<file path="src/rtl/fbs_pkg.sv">
// fbs_pkg: shared sizes and types for the F-register backup stack
package fbs_pkg;
   localparam int DATA_W = 256;
   localparam int DEPTH  = 16;
   localparam int PTR_W  = 16;
   typedef logic [DATA_W-1:0] fimage_t;
   typedef logic [PTR_W-1:0]  fptr_t;
endpackage

</file>
<file path="src/rtl/f_backup_stack_fcache.sv">
// fcache: image store with synchronous write and asynchronous read, plus the 16-bit datapath primitives
module fcache #(
   parameter int DATA_W = fbs_pkg::DATA_W,
   parameter int DEPTH  = fbs_pkg::DEPTH,
   parameter int AW     = $clog2(DEPTH)
) (
   input  logic              clk,
   input  logic              write,
   input  logic [AW-1:0]     addr,
   input  logic [DATA_W-1:0] wData,
   input  logic [AW-1:0]     rAddr,
   output logic [DATA_W-1:0] rData
);
   logic [DATA_W-1:0] r_mem [DEPTH];
   always_ff @(posedge clk) if (write) r_mem[addr] <= wData;
   assign rData = r_mem[rAddr];
endmodule

module adder_16_bit (
   input  logic [15:0] A,
   input  logic [15:0] B,
   output logic [15:0] R
);
   assign R = A + B;
endmodule

module mux_1_bit (
   input  logic [15:0] A,
   input  logic [15:0] B,
   input  logic        S,
   output logic [15:0] R
);
   assign R = S ? B : A;
endmodule

</file>
<file path="src/rtl/f_backup_stack.sv">
// f_backup_stack: LIFO of F-register images; backup pushes, restore pops (backup wins)
module f_backup_stack #(
   parameter int DATA_W = fbs_pkg::DATA_W,
   parameter int DEPTH  = fbs_pkg::DEPTH,
   parameter int PTR_W  = fbs_pkg::PTR_W
) (
   input  logic              clk,
   input  logic              rst_n,
   input  logic              backup,
   input  logic              restore,
   input  logic [DATA_W-1:0] dataIn,
   output logic [DATA_W-1:0] dataOut,
   output logic              restoreOut,
   output logic              full,
   output logic              empty
);
   localparam int AW = $clog2(DEPTH);
   localparam logic [PTR_W-1:0] DEPTH_P = PTR_W'(DEPTH);
   localparam logic [PTR_W-1:0] ONE     = PTR_W'(1);
   localparam logic [PTR_W-1:0] NEG_ONE = '1;
   logic [PTR_W-1:0]  r_fcc, w_step, w_sum, w_addr, w_rd;
   logic [DATA_W-1:0] w_rdata;
   logic              w_push, w_pop, w_we;
   mux_1_bit    u_step (.A(NEG_ONE), .B(ONE), .S(backup), .R(w_step));
   adder_16_bit u_add  (.A(r_fcc), .B(w_step), .R(w_sum));
   mux_1_bit    u_addr (.A(w_sum), .B(r_fcc), .S(backup), .R(w_addr));
   // top-of-stack read must stay at FCC-1 even while a push is being addressed
   adder_16_bit u_rd   (.A(r_fcc), .B(NEG_ONE), .R(w_rd));
   assign full       = r_fcc == DEPTH_P;
   assign empty      = r_fcc == '0;
   assign w_push     = backup & ~full;
   assign w_pop      = restore & ~backup & ~empty;
   assign restoreOut = w_pop;
   assign w_we       = w_push & rst_n & (w_addr < DEPTH_P);
   // FCC-1 wraps to all-ones when empty, which lands out of range and yields zero
   assign dataOut    = (w_rd < DEPTH_P) ? w_rdata : '0;
   fcache #(.DATA_W(DATA_W), .DEPTH(DEPTH)) u_cache (
      .clk(clk), .write(w_we), .addr(w_addr[AW-1:0]), .wData(dataIn),
      .rAddr(w_rd[AW-1:0]), .rData(w_rdata)
   );
   always_ff @(posedge clk or negedge rst_n) begin
      if (!rst_n) r_fcc <= '0;
      else if (w_push | w_pop) r_fcc <= w_sum;
   end
endmodule

</file>
<file path="config.mk">
export PLATFORM = sky130hd
export DESIGN_NAME = f_backup_stack
export DESIGN_NICKNAME = d
export VERILOG_FILES = /design/src/rtl/fbs_pkg.sv /design/src/rtl/f_backup_stack_fcache.sv /design/src/rtl/f_backup_stack.sv
export SDC_FILE = /design/constraint.sdc
export NUM_CORES = 2
export LEC_CHECK = 0
export CAP_MARGIN = 40
export CORE_MARGIN = 10
export CORE_UTILIZATION = 61
export DETAILED_ROUTE_END_ITERATION = 10
export MAX_ROUTING_LAYER = met4
export PLACE_DENSITY = 0.83
export SYNTH_ARGS = -nofsm -noshare
export SYNTH_HDL_FRONTEND = slang
export SYNTH_SLANG_ARGS = --single-unit
</file>
<file path="constraint.sdc">
create_clock -name clk -period 20.6 [get_ports clk]
set_input_delay 3.09 -clock clk [delete_from_list [all_inputs] [get_ports clk]]
set_output_delay 3.09 -clock clk [all_outputs]
set_load 0.01 [all_outputs]
</file>
==> results.cfg <==
[status]
status = completed

[floorplan]
core_area_sq_um = 260000
start_util_pct = 61.3
dieArea_sq_um = 282000
die_h_microns = 531
num_rows = 187
ios = 519
die_x_microns = 531

[grt]
grt_pass1_vias = 83200
antenna_found_initial = 77
grt_max_degree = 156
grt_remaining_overflow = 0
grt_pass1_wl_microns = 595000
track_usage_pct = 29.8

[clocking]
clk_pin_slew_ns = 0.06
cts_buffers = 396
post_cts_buffers = 0
cts.sinks = 4112
postCtsHoldBufs = 0
clockRootBuffer = clkbuf_16
ctsLongestPathBuffers = 4
clk_latency_ns = 0.98
htreeDepth = 5
cts_tree = done
ctsResizeCount = 0

[synth]
synthMuxAreaShare_pct = 16.1
synth_edf_count = 4096
synth_warnings = 0
synth-compound-area-share_pct = 3.45
syn_area_per_cell_sq_um = 23.3
syn_area_sq_um = 159000
synthXorXnorAreaFrac_pct = 0.110
synth-seq-area-share_pct = 77.5
syn_nets = 7103
synth_top_family_by_area = multiplexers
ys_ff_latch = 4112
yosys.area_share.adder_pct = 0.131
synthDistinctLibCells = 54
syn_inst = 6827
ys.flop_type = edfxtp_1
async_flop_share_pct = 0.389
synth-simple-area-share_pct = 1.35

[setup_path]
path_delay_family = buffers and inverters
crit_fanout = 145
path_cells = buf_16 > inv_1 > ha_4 > buf_4 > buf_16 > buf_12 > buf_4 > buf_16 > buf_4 > mux4_2 > and3_1 > a211oi_1 > a211oi_2 > clkdlybuf4s50_1
arrival_ns = 7.70
crit_type = reg -> out
crit_path_end_kind = output pin
worst-path-buf-inv = 9
required_ns = 17.51
cpPeakStageDelay_ns = 0.78
cp-start-kind = flip-flop
worstSetupStartpoint = r_fcc[0]
critPathSlowestCell = ha_4
r2r-start = r_fcc[0]

[timing]
maxSlewViolCount = 0
fin_tns_setup_ns = 0
tightest_slew_ns = 1.20
setup_viol_count_final = 0
skew_ns = 0.0577
period_share_pct = 52.4
post-route-min-period_ns = 10.79
timing.fmax_ghz = 0.0927
rsz0062_at_grt = no
slew_headroom_pct = 19.8
final_hold_viol_count = 0

[pwr]
p_per_area_nw_per_um2 = 134
p_leak_nw = 57.2
peakVddDrop_mv = 0.214

[cells_and_area]
final_cell_mix = edfxtp_1, mux4_2, clkdlybuf4s50_1
finalNetCount = 7785
area_delta_synth_final_pct = 14.9
drive_above_1_share_pct = 26.5
final_common_cell = edfxtp_1
final_cell_area_sq_um = 183000

[routing]
ant_nets = 0
detail_route.vias_per_cell = 7.15
vias = 81000
drt_iter0_markers = 12000
route.detailed.drc = 0
routed_wl_microns = 412000
dr.pass1.iters = 10
wl_per_cell_microns = 36.4

[worst_hold_path]
hp-class = reg -> reg
hold_start = r_fcc[12]

[placed_design]
place.gp.congestion = 0.879
port_buffers = 518
post-dp-hpwl_microns = 202000
placed_area_sq_um = 170000

[flow_run]
maxCapViolations = 0
-- worst min-delay path, delay by kind of cell (launching register included) --
| family | cells | cell delay (ns) |
|---|---|---|
| AO/OA/AOI/OAI | 1 | 0.07 |
| flip-flops | 1 | 0.38 |
| AND/OR/NAND/NOR | 1 | 0.06 |
-- kinds of logic (layout without fill, tap and decap cells) --
logic type	count (synthesis)	in the layout
adder cells (fa/ha/maj)	16	16
other	0	79
buffers and inverters	445	1454
XOR/XNOR	20	20
multiplexers	1285	1285
AO/OA/AOI/OAI	579	579
AND/OR/NAND/NOR	370	370
flip-flops	4112	4112
-- routing by layer --
metal  up-vias  part of all wire [%]  track usage, %
li1      30900                     -               -
met1     42800                    34            37.8
met2      6414                    51            47.8
met3       843                    10            5.80
met4         0                   3.8            12.6
met5         -                     0               -
-- registers in the layout, summed over array words and instances, names as in the netlist --
signal         count
r_fcc             16
u_cache.r_mem   4096
-- power by group --
part | internal [mW] | leakage (nW) | switching [mW]
Combinational | 3.52 | 13.9 | 4.38
Clock | 4.09 | 6.28 | 3.21
Sequential | 9.21 | 37.0 | 0.0404
Total | 16.8 | 57.2 | 7.64
-- cell type report --
type,instances,area [sq um]
flip-flops and latches,4112,123000
diodes,79,198
clock inverters,252,2750
repair buffers,722,8030
fillers,14000,76900
inverters,7,26.3
multi-input cells,2270,33900
well taps,3402,4260
clock buffers,473,10300
-- stage by stage --
step | utilization (%) | hold WS (ns) | instances | power [mW] | setup WS [ns]
detailed placement | 65.3 | 0.528 | 10500 | 17.1 | 9.67
global placement | 64.7 | 0.532 | 10500 | 16.8 | 9.80
floorplan | - | 0.476 | 6827 | 15.2 | 3.81
global route | 70.4 | 0.570 | 11300 | 25.2 | 9.47
CTS | 70.3 | 0.545 | 11200 | 24.5 | 9.65
finish | 70.4 | 0.550 | 11300 | 24.5 | 9.81
-- cells in the mapped netlist (3+ instances only) --
cell,instances,area (sq um)
a21oi_1,19,95.1
or4_1,3,22.5
o31ai_1,4,30.0
mux4_2,1024,23100
nor3_1,16,80.1
ha_1,15,188
o21ai_0,11,55.1
buf_6,27,304
nand2_1,28,105
nand2b_1,4,25.0
mux2i_1,259,2590
and3_1,257,1610
a21o_1,8,60.1
buf_2,133,666
nand4_1,6,37.5
edfxtp_1,4096,123000
o21a_1,3,22.5
a211oi_2,241,3020
nor2_1,35,131
nand3_1,3,15.0
a211oi_1,275,2060
clkbuf_1,266,998
dfrtp_1,16,400
buf_1,10,37.5
inv_1,6,22.5
xnor2_1,13,114
nor4_1,6,37.5
xor2_1,7,61.3
-- worst paths after layout --
path	end	slack [ns]	depth (start not counted)
max	dataOut[75]	9.81	14
min	r_fcc[12]	0.55	2
max reg2reg	u_cache.r_mem[12][247]	13.06	14
min reg2reg	r_fcc[12]	0.55	2
max in group asynchronous	r_fcc[0]	17.81	2
min in group asynchronous	r_fcc[15]	2.53	2
Power figures use the tool's default switching activity.
